File: config.mk
export PLATFORM = sky130hd
export DESIGN_NAME = linear_interpolator_flat
export DESIGN_NICKNAME = d
export VERILOG_FILES = /design/src/rtl/linear_interpolator_if.sv /design/src/rtl/linear_interpolator.sv /design/src/flat_wrapper.sv
export SDC_FILE = /design/constraint.sdc
export NUM_CORES = 1
export LEC_CHECK = 0
export CORE_ASPECT_RATIO = 1.25
export CORE_MARGIN = 1
export CORE_UTILIZATION = 30
export CTS_CLUSTER_DIAMETER = 60
export DETAILED_ROUTE_END_ITERATION = 8
export PLACE_DENSITY = 0.47
export SYNTH_ARGS = -nofsm -noshare
export SYNTH_HDL_FRONTEND = slang
export SYNTH_SLANG_ARGS = --single-unit
File: constraint.sdc
create_clock -name i_clock -period 7.35 [get_ports i_clock]
set_input_delay 1.8375 -clock i_clock [delete_from_list [all_inputs] [get_ports i_clock]]
set_output_delay 1.8375 -clock i_clock [all_outputs]
set_load 0.005 [all_outputs]
File: src/rtl/linear_interpolator_if.sv
// AXI-stream style sample bus shared by the input and output sides of the interpolator.
// Master drives data/valid, slave drives ready.
interface linear_interpolator_if #(
    parameter int unsigned DATA_PATH_WIDTH = 16
);
    logic signed [DATA_PATH_WIDTH-1:0] tdata;
    logic                              tvalid;
    logic                              tready;

    modport master (
        output tdata,
        output tvalid,
        input  tready
    );

    modport slave (
        input  tdata,
        input  tvalid,
        output tready
    );
endinterface

File: src/rtl/linear_interpolator.sv
// Integer-factor upsampler: emits RATE linearly interpolated samples per input,
// walking from the previous input up to (excluding) the current one.
module linear_interpolator #(
    parameter int unsigned DATA_PATH_WIDTH = 16,
    parameter int unsigned RATE            = 4
) (
    input  logic                   i_clock,
    input  logic                   i_reset_n,
    linear_interpolator_if.slave   i_data_in,
    linear_interpolator_if.master  o_data_out
);
    localparam int unsigned DW        = DATA_PATH_WIDTH;
    localparam int unsigned RATE_LOG2 = $clog2(RATE);
    localparam int unsigned PW        = DW + 1 + RATE_LOG2;
    localparam logic [RATE_LOG2-1:0] K_LAST = RATE_LOG2'(RATE - 1);

    typedef enum logic [1:0] {
        StEmpty,
        StPrimed,
        StEmit
    } state_e;

    state_e                r_state;
    logic signed [DW-1:0]  r_prev;
    logic signed [DW-1:0]  r_curr;
    logic [RATE_LOG2-1:0]  r_k;
    logic                  r_out_valid;
    logic                  r_idle_ready;

    logic                  w_k_last;
    logic                  w_in_ready;
    logic                  w_in_hs;
    logic                  w_out_hs;
    logic signed [PW-1:0]  w_diff;
    logic signed [PW-1:0]  w_k;
    logic signed [PW-1:0]  w_prod;
    logic signed [PW-1:0]  w_step;
    logic signed [DW-1:0]  w_out;

    // Ready in EMIT only on the last beat of a segment, so the next sample
    // lands exactly as the segment retires.
    always_comb begin
        w_k_last   = (r_k == K_LAST);
        w_in_ready = r_idle_ready | (r_out_valid & w_k_last & o_data_out.tready);
        w_in_hs    = i_data_in.tvalid & w_in_ready;
        w_out_hs   = r_out_valid & o_data_out.tready;
    end

    // Arithmetic shift floors toward -inf; result always lies between prev and curr.
    always_comb begin
        w_diff = PW'(r_curr) - PW'(r_prev);
        w_k    = $signed({{(PW - RATE_LOG2){1'b0}}, r_k});
        w_prod = w_diff * w_k;
        w_step = w_prod >>> RATE_LOG2;
        w_out  = DW'(PW'(r_prev) + w_step);
    end

    always_ff @(posedge i_clock or negedge i_reset_n) begin
        if (!i_reset_n) begin
            r_state      <= StEmpty;
            r_prev       <= '0;
            r_curr       <= '0;
            r_k          <= '0;
            r_out_valid  <= 1'b0;
            r_idle_ready <= 1'b0;
        end else begin
            unique case (r_state)
                StEmpty: begin
                    r_idle_ready <= 1'b1;
                    if (w_in_hs) begin
                        r_prev  <= i_data_in.tdata;
                        r_state <= StPrimed;
                    end
                end
                StPrimed: begin
                    if (w_in_hs) begin
                        r_curr       <= i_data_in.tdata;
                        r_k          <= '0;
                        r_out_valid  <= 1'b1;
                        r_idle_ready <= 1'b0;
                        r_state      <= StEmit;
                    end else begin
                        r_idle_ready <= 1'b1;
                    end
                end
                StEmit: begin
                    if (w_out_hs) begin
                        if (!w_k_last) begin
                            r_k <= r_k + 1'b1;
                        end else begin
                            r_prev <= r_curr;
                            if (w_in_hs) begin
                                r_curr <= i_data_in.tdata;
                                r_k    <= '0;
                            end else begin
                                r_out_valid  <= 1'b0;
                                r_idle_ready <= 1'b1;
                                r_state      <= StPrimed;
                            end
                        end
                    end
                end
                default: begin
                    r_out_valid  <= 1'b0;
                    r_idle_ready <= 1'b0;
                    r_state      <= StEmpty;
                end
            endcase
        end
    end

    assign i_data_in.tready  = w_in_ready;
    assign o_data_out.tvalid = r_out_valid;
    assign o_data_out.tdata  = w_out;
endmodule

File: src/flat_wrapper.sv
// flat-port wrapper written by rule: the top's interface ports become plain ports
module linear_interpolator_flat 
#(
    parameter int unsigned DATA_PATH_WIDTH = 16,
    parameter int unsigned RATE            = 4
)
  (i_clock, i_reset_n, i_data_in_tdata, i_data_in_tvalid, i_data_in_tready, o_data_out_tdata, o_data_out_tvalid, o_data_out_tready);
  linear_interpolator_if #(.DATA_PATH_WIDTH(DATA_PATH_WIDTH)) i_data_in_i ();
  linear_interpolator_if #(.DATA_PATH_WIDTH(DATA_PATH_WIDTH)) o_data_out_i ();
  input  logic i_clock;
  input  logic i_reset_n;
  input wire logic [$bits(i_data_in_i.tdata)-1:0] i_data_in_tdata;
  input wire logic [$bits(i_data_in_i.tvalid)-1:0] i_data_in_tvalid;
  output wire logic [$bits(i_data_in_i.tready)-1:0] i_data_in_tready;
  output wire logic [$bits(o_data_out_i.tdata)-1:0] o_data_out_tdata;
  output wire logic [$bits(o_data_out_i.tvalid)-1:0] o_data_out_tvalid;
  input wire logic [$bits(o_data_out_i.tready)-1:0] o_data_out_tready;
  assign i_data_in_i.tdata = i_data_in_tdata;
  assign i_data_in_i.tvalid = i_data_in_tvalid;
  assign i_data_in_tready = i_data_in_i.tready;
  assign o_data_out_tdata = o_data_out_i.tdata;
  assign o_data_out_tvalid = o_data_out_i.tvalid;
  assign o_data_out_i.tready = o_data_out_tready;
  linear_interpolator #(.DATA_PATH_WIDTH(DATA_PATH_WIDTH), .RATE(RATE)) u_core (.i_clock(i_clock), .i_reset_n(i_reset_n), .i_data_in(i_data_in_i), .o_data_out(o_data_out_i));
endmodule
==> flow_summary.json, run 1 <==
{
  "status": "finished, final reports clean",
  "antenna_found_initial": 0,
  "setup_viol": 0,
  "period_needed_ns": 7.061,
  "synth.cell_area_um2": 4273,
  "io_buffer_count": 37,
  "drtIter0Drc": 164,
  "cp-start-kind": "flop",
  "hold_buffers": 0,
  "root_buffer": "clkbuf_16",
  "cts_buffers": 5,
  "synth-edff-count": 0,
  "mappedNetlistNets": 607,
  "cap_violations": 0,
  "grt_pass1_vias": 3727,
  "insertion_delay_ns": 0.28,
  "gr-total-overflow": 0,
  "die_area_um2": 14730,
  "grt_pass1_wl_um": 17370,
  "fin_nets": 658,
  "critPathArrivalTime_ns": 5.22,
  "period_share": 0.9607,
  "crit_fanout": 3,
  "layout.cells.non_filler": 747,
  "dpl.cell_count": 729,
  "synth_xor_area_frac": 0.07994,
  "required_ns": 5.51,
  "yosys.cell_types.count": 54,
  "drcViolationCount": 0,
  "start_util": 0.3080,
  "antennaDiodeCount": 0,
  "crit_path_end_kind": "output port",
  "first_pass_iters": 4,
  "track_usage": 0.1484,
  "routed_wl_um": 10250,
  "synth_compound_area_frac": 0.2120,
  "dieWidth_um": 108.7,
  "synth-simple-area-share": 0.1889,
  "crit_family": "adder cells",
  "grt_max_degree": 39,
  "clk_path_buf_depth": 2,
  "yosysSeqAreaShare": 0.2225,
  "clock.fmax_ghz": 0.1416,
  "synth_mux_area_frac": 0.04949,
  "place_area_um2": 4903,
  "pin_count": 38,
  "cts_sinks": 38,
  "drive_above_1_share": 0.1538,
  "slew_headroom": 0.4339,
  "drv_slew": 0,
  "syn_avg_cell_area_um2": 8.217,
  "syn2layout_area_growth_pct": 23.69,
  "place_hpwl_um": 8187,
  "worst-path-buf-inv": 5,
  "tightest_slew_ns": 0.8492,
  "skew_ns": 0.003528,
  "htree_levels": 2,
  "n_fill_cell": 1422,
  "vias": 3708,
  "die_h_um": 135.4,
  "ys.warnings.count": 0,
  "criticalPathCategory": "reg2out",
  "syn_inst": 520,
  "fin_area_um2": 5285,
  "place_congestion": 0.8190,
  "synth-seq-cells": 38,
  "ant_nets": 0,
  "async_flop_share": 1.000,
  "coreArea_um2": 13870,
  "via_per_inst": 4.964,
  "hold_violations": 0,
  "post_drt_wl_per_cell_um": 13.72,
  "cp_slowest_cell": "fa_1",
  "synth_top_family_by_area": "compound AO/OA/AOI/OAI gates",
  "tritoncts": "yes",
  "rsz0062_at_grt": "no",
  "clk_pin_slew_worst_paths_ns": 0.06,
  "cpPeakStageDelay_ns": 0.41,
  "ys.flop_type": "dfrtp_1",
  "min_path_type": "reg2reg",
  "synthAdderAreaFrac": 0.2015,
  "fp-row-count": 48,
  "layout_common_cells": "57 x ha_1, 56 x nand2_1, 54 x nor2_1",
  "mostFrequentLayoutCell": "ha_1"
}
-- area by class of cell --
type | instances | area (µm²) | share of cell area
multi-input combinational | 431 | 3276 | 0.6198
sequential | 38 | 950.9 | 0.1799
timing repair buffer | 60 | 543.0 | 0.1027
tap | 175 | 219.0 | 0.04143
inverter | 35 | 131.4 | 0.02486
clock buffer | 5 | 125.1 | 0.02367
clock inverter | 3 | 40.04 | 0.007576
-- sequential cells by signal, indices dropped and copies added (netlist names) --
name                      flops
u_core.o_data_out.tvalid      1
u_core.r_curr                16
u_core.r_prev                16
u_core.r_state                2
u_core.r_k                    2
u_core.r_idle_ready           1
-- layer usage --
metal  vias to the layer above  global-route usage  part of all wire
met5                         -                   0                 0
met4                         0             0.05330             0.020
met3                        15            0.007696             0.014
met2                        37              0.2641              0.49
met1                      1718              0.1875              0.48
li1                       1938                   -                 -
-- Yosys cell counts, types with 6 or more instances --
cell | instances | share of area
a21oi_1 | 27 | 0.032
ha_1 | 64 | 0.19
clkbuf_1 | 13 | 0.011
dfrtp_1 | 38 | 0.22
o211ai_1 | 9 | 0.016
o21ai_1 | 6 | 0.0070
nand2b_1 | 11 | 0.016
inv_1 | 35 | 0.031
xor2_1 | 6 | 0.012
nor2_1 | 55 | 0.048
o21ai_0 | 17 | 0.020
xnor2_1 | 33 | 0.068
a21o_1 | 11 | 0.019
a31oi_1 | 19 | 0.028
and2_1 | 22 | 0.032
nand2_1 | 57 | 0.050
mux2_2 | 17 | 0.045
-- kinds of logic (layout without fill, tap and decap cells) --
family          count (synthesis)  in the layout
simple gates                  174            174
fa+ha+maj                      67             67
buf+inv                        51            103
compound gates                132            132
mux                            19             19
xor+xnor                       39             39
flops                          38             38
-- worst reg2reg max path: cells and delay by family, from the launching register on --
| family | cells | cell delay [ns] |
|---|---|---|
| AND/OR/NAND/NOR | 4 | 0.97 |
| multiplexers | 1 | 0.47 |
| flip-flops | 1 | 0.34 |
| buffers and inverters | 1 | 0.23 |
| adder cells (fa/ha/maj) | 1 | 0.23 |
| AO/OA/AOI/OAI | 1 | 0.15 |
-- worst paths after layout --
kind                                              start                             to  slack (ns)  cells after the start
max                        u_core.r_curr[0]$_DFFE_PN0P_           o_data_out_tdata[13]        0.29                     26
min                        u_core.r_curr[8]$_DFFE_PN0P_   u_core.r_curr[8]$_DFFE_PN0P_        0.55                      1
max reg2reg                   u_core.r_k[1]$_DFFE_PN0P_   u_core.r_curr[9]$_DFFE_PN0P_        4.84                      8
min reg2reg                u_core.r_curr[8]$_DFFE_PN0P_   u_core.r_curr[8]$_DFFE_PN0P_        0.55                      1
max in group asynchronous                     i_reset_n   u_core.r_curr[0]$_DFFE_PN0P_        5.15                      1
min in group asynchronous                     i_reset_n  u_core.r_curr[15]$_DFFE_PN0P_        1.65                      1
-- repair_timing --
item,in CTS,in global routing
setup endpoints to repair,5,6
cloned,0,0
setup buffers,4,6
gates resized for setup,14,28
pin swaps,7,18
-- metrics by stage --
step	setup slack (ns)	util	hold WS, ns	TNS (ns)
after floorplan	0.7284	-	0.5020	0
after global placement	0.07733	0.3534	0.5150	0
after detailed placement	-0.03867	0.3534	0.5254	-0.03867
after CTS	0.01666	0.3710	0.5580	0
after global routing	0.004858	0.3810	0.5757	0
final	0.2891	0.3810	0.5535	0
Power of run 1 is left out: the tool's default activity adds up to more than one toggle a clock period on the data nets, which glitch-free logic cannot reach.
==> inputs of run 2 (changes only) <==
--- a/config.mk
+++ b/config.mk
@@ -11,6 +11,7 @@
 export CTS_CLUSTER_DIAMETER = 60
 export DETAILED_ROUTE_END_ITERATION = 8
 export PLACE_DENSITY = 0.47
+export SKIP_LAST_GASP = 1
 export SYNTH_ARGS = -nofsm -noshare
 export SYNTH_HDL_FRONTEND = slang
 export SYNTH_SLANG_ARGS = --single-unit
==> run 2 against run 1 <==
Compared with the run above:
- register-to-register slack barely moved
- sequential share of layout area barely moved
- clock-buffer cell count did not move
- first-iteration DRC count fell by 1.8%
- design area barely moved
- sequential cell count did not move
==> flow_summary.json, run 2 (same netlist as run 1, synthesis figures left out) <==
{
  "tritoncts": "yes",
  "grt_pass1_vias": 3727,
  "skew_ns": 0.003325,
  "start_util": 0.3080,
  "drtIter0Drc": 161,
  "grt_pass1_wl_um": 17370,
  "die_h_um": 135.4,
  "criticalPathCategory": "reg2out",
  "n_fill_cell": 1423,
  "fp-row-count": 48,
  "first_pass_iters": 4,
  "place_congestion": 0.8190,
  "ant_nets": 0,
  "period_needed_ns": 7.090,
  "cts_sinks": 38,
  "rsz0062_at_grt": "yes",
  "crit_path_end_kind": "output port",
  "mostFrequentLayoutCell": "ha_1",
  "syn2layout_area_growth_pct": 23.57,
  "vias": 3706,
  "tightest_slew_ns": 0.8517,
  "coreArea_um2": 13870,
  "htree_levels": 2,
  "fin_area_um2": 5280,
  "via_per_inst": 4.961,
  "critPathArrivalTime_ns": 5.25,
  "crit_fanout": 3,
  "pin_count": 38,
  "hold_violations": 0,
  "drive_above_1_share": 0.1503,
  "cp-start-kind": "flop",
  "antenna_found_initial": 0,
  "fin_setup_tns_ns": 0,
  "dp_slack_ns": -0.03867,
  "clk_pin_slew_worst_paths_ns": 0.06,
  "cts_buffers": 5,
  "status": "finished, final reports clean",
  "slew_headroom": 0.4322,
  "layout_common_cells": "59 x ha_1, 56 x nand2_1, 54 x nor2_1",
  "track_usage": 0.1484,
  "post_drt_wl_per_cell_um": 13.67,
  "root_buffer": "clkbuf_16",
  "grt_max_degree": 39,
  "required_ns": 5.51,
  "io_buffer_count": 37,
  "place_hpwl_um": 8187,
  "clock.fmax_ghz": 0.1411,
  "dieWidth_um": 108.7,
  "drcViolationCount": 0,
  "routed_wl_um": 10210,
  "min_path_type": "reg2reg",
  "antennaDiodeCount": 0,
  "timing.hold.ws_ns": 0.5535,
  "setup_viol": 0,
  "gr-total-overflow": 0,
  "die_area_um2": 14730,
  "place_area_um2": 4903,
  "period_share": 0.9646,
  "insertion_delay_ns": 0.28,
  "hold_buffers": 0,
  "fin_nets": 658,
  "clk_path_buf_depth": 2,
  "drv_slew": 0,
  "top_regs": "u_core.r_curr (16), u_core.r_prev (16)",
  "setup_ws_ns": 0.2604,
  "cap_violations": 0
}
-- run 2: repair_timing --
| action | in CTS | in global routing |
|---|---|---|
| buffers inserted | 4 | 6 |
| setup endpoints to repair | 5 | 6 |
| pin swaps | 7 | 18 |
| resized for setup | 14 | 26 |
-- run 2: path summary, 6_finish.rpt --
kind	from	to	slack, ns	cells past startpoint
worst min-delay path	u_core.r_curr[8]$_DFFE_PN0P_	u_core.r_curr[8]$_DFFE_PN0P_	0.55	1
worst max-delay path	u_core.r_curr[0]$_DFFE_PN0P_	o_data_out_tdata[13]	0.26	26
max in group asynchronous	i_reset_n	u_core.r_curr[0]$_DFFE_PN0P_	5.15	1
min in group asynchronous	i_reset_n	u_core.r_curr[15]$_DFFE_PN0P_	1.65	1
worst min register to register	u_core.r_curr[8]$_DFFE_PN0P_	u_core.r_curr[8]$_DFFE_PN0P_	0.55	1
worst max register to register	u_core.r_k[1]$_DFFE_PN0P_	u_core.r_curr[9]$_DFFE_PN0P_	4.84	8
-- run 2: metrics by stage --
| stage | util | cells |
|---|---|---|
| after floorplan | - | 520 |
| after global placement | 0.3534 | 729 |
| after detailed placement | 0.3534 | 729 |
| after CTS | 0.3710 | 741 |
| after global routing | 0.3806 | 747 |
| final | 0.3806 | 747 |
-- run 2: critical path: stages (launching register included) --
cell and delay, ns:
dfrtp_1 0.34, inv_1 0.05, ha_1 0.23, fa_2 0.40, buf_4 0.14, xnor2_1 0.12, and2_1 0.16, ha_1 0.28
ha_2 0.19, inv_1 0.06, fa_1 0.41, nor2b_1 0.16, o21ai_2 0.08, a21oi_2 0.18, buf_4 0.14, nor4_1 0.03
o21ai_0 0.24, a21oi_1 0.13, xnor2_1 0.20, ha_1 0.27, and3_1 0.20, a22o_1 0.25, a21oi_2 0.18, nand2b_1 0.09
a211oi_2 0.22, nor2_1 0.06, dlymetal6s2s_1 0.15
-- run 2: area by class of cell --
type / instances / area, µm² / area share
clock inverters: 3 / 40.04 / 0.007583
inverters: 35 / 131.4 / 0.02488
clock buffers: 5 / 125.1 / 0.02370
flip-flops and latches: 38 / 950.9 / 0.1801
repair buffers: 60 / 543.0 / 0.1028
well taps: 175 / 219.0 / 0.04147
multi-input cells: 431 / 3271 / 0.6194
-- run 2: layer usage --
metal  routed length (µm)  global-route usage  vias up
li1                     -                   -     1938
met1                 4876              0.1875     1712
met2                 4969              0.2641       41
met3                  156            0.007696       15
met4                  209             0.05330        0
met5                    0                   0        -
Power of run 2 is left out for the same reason.
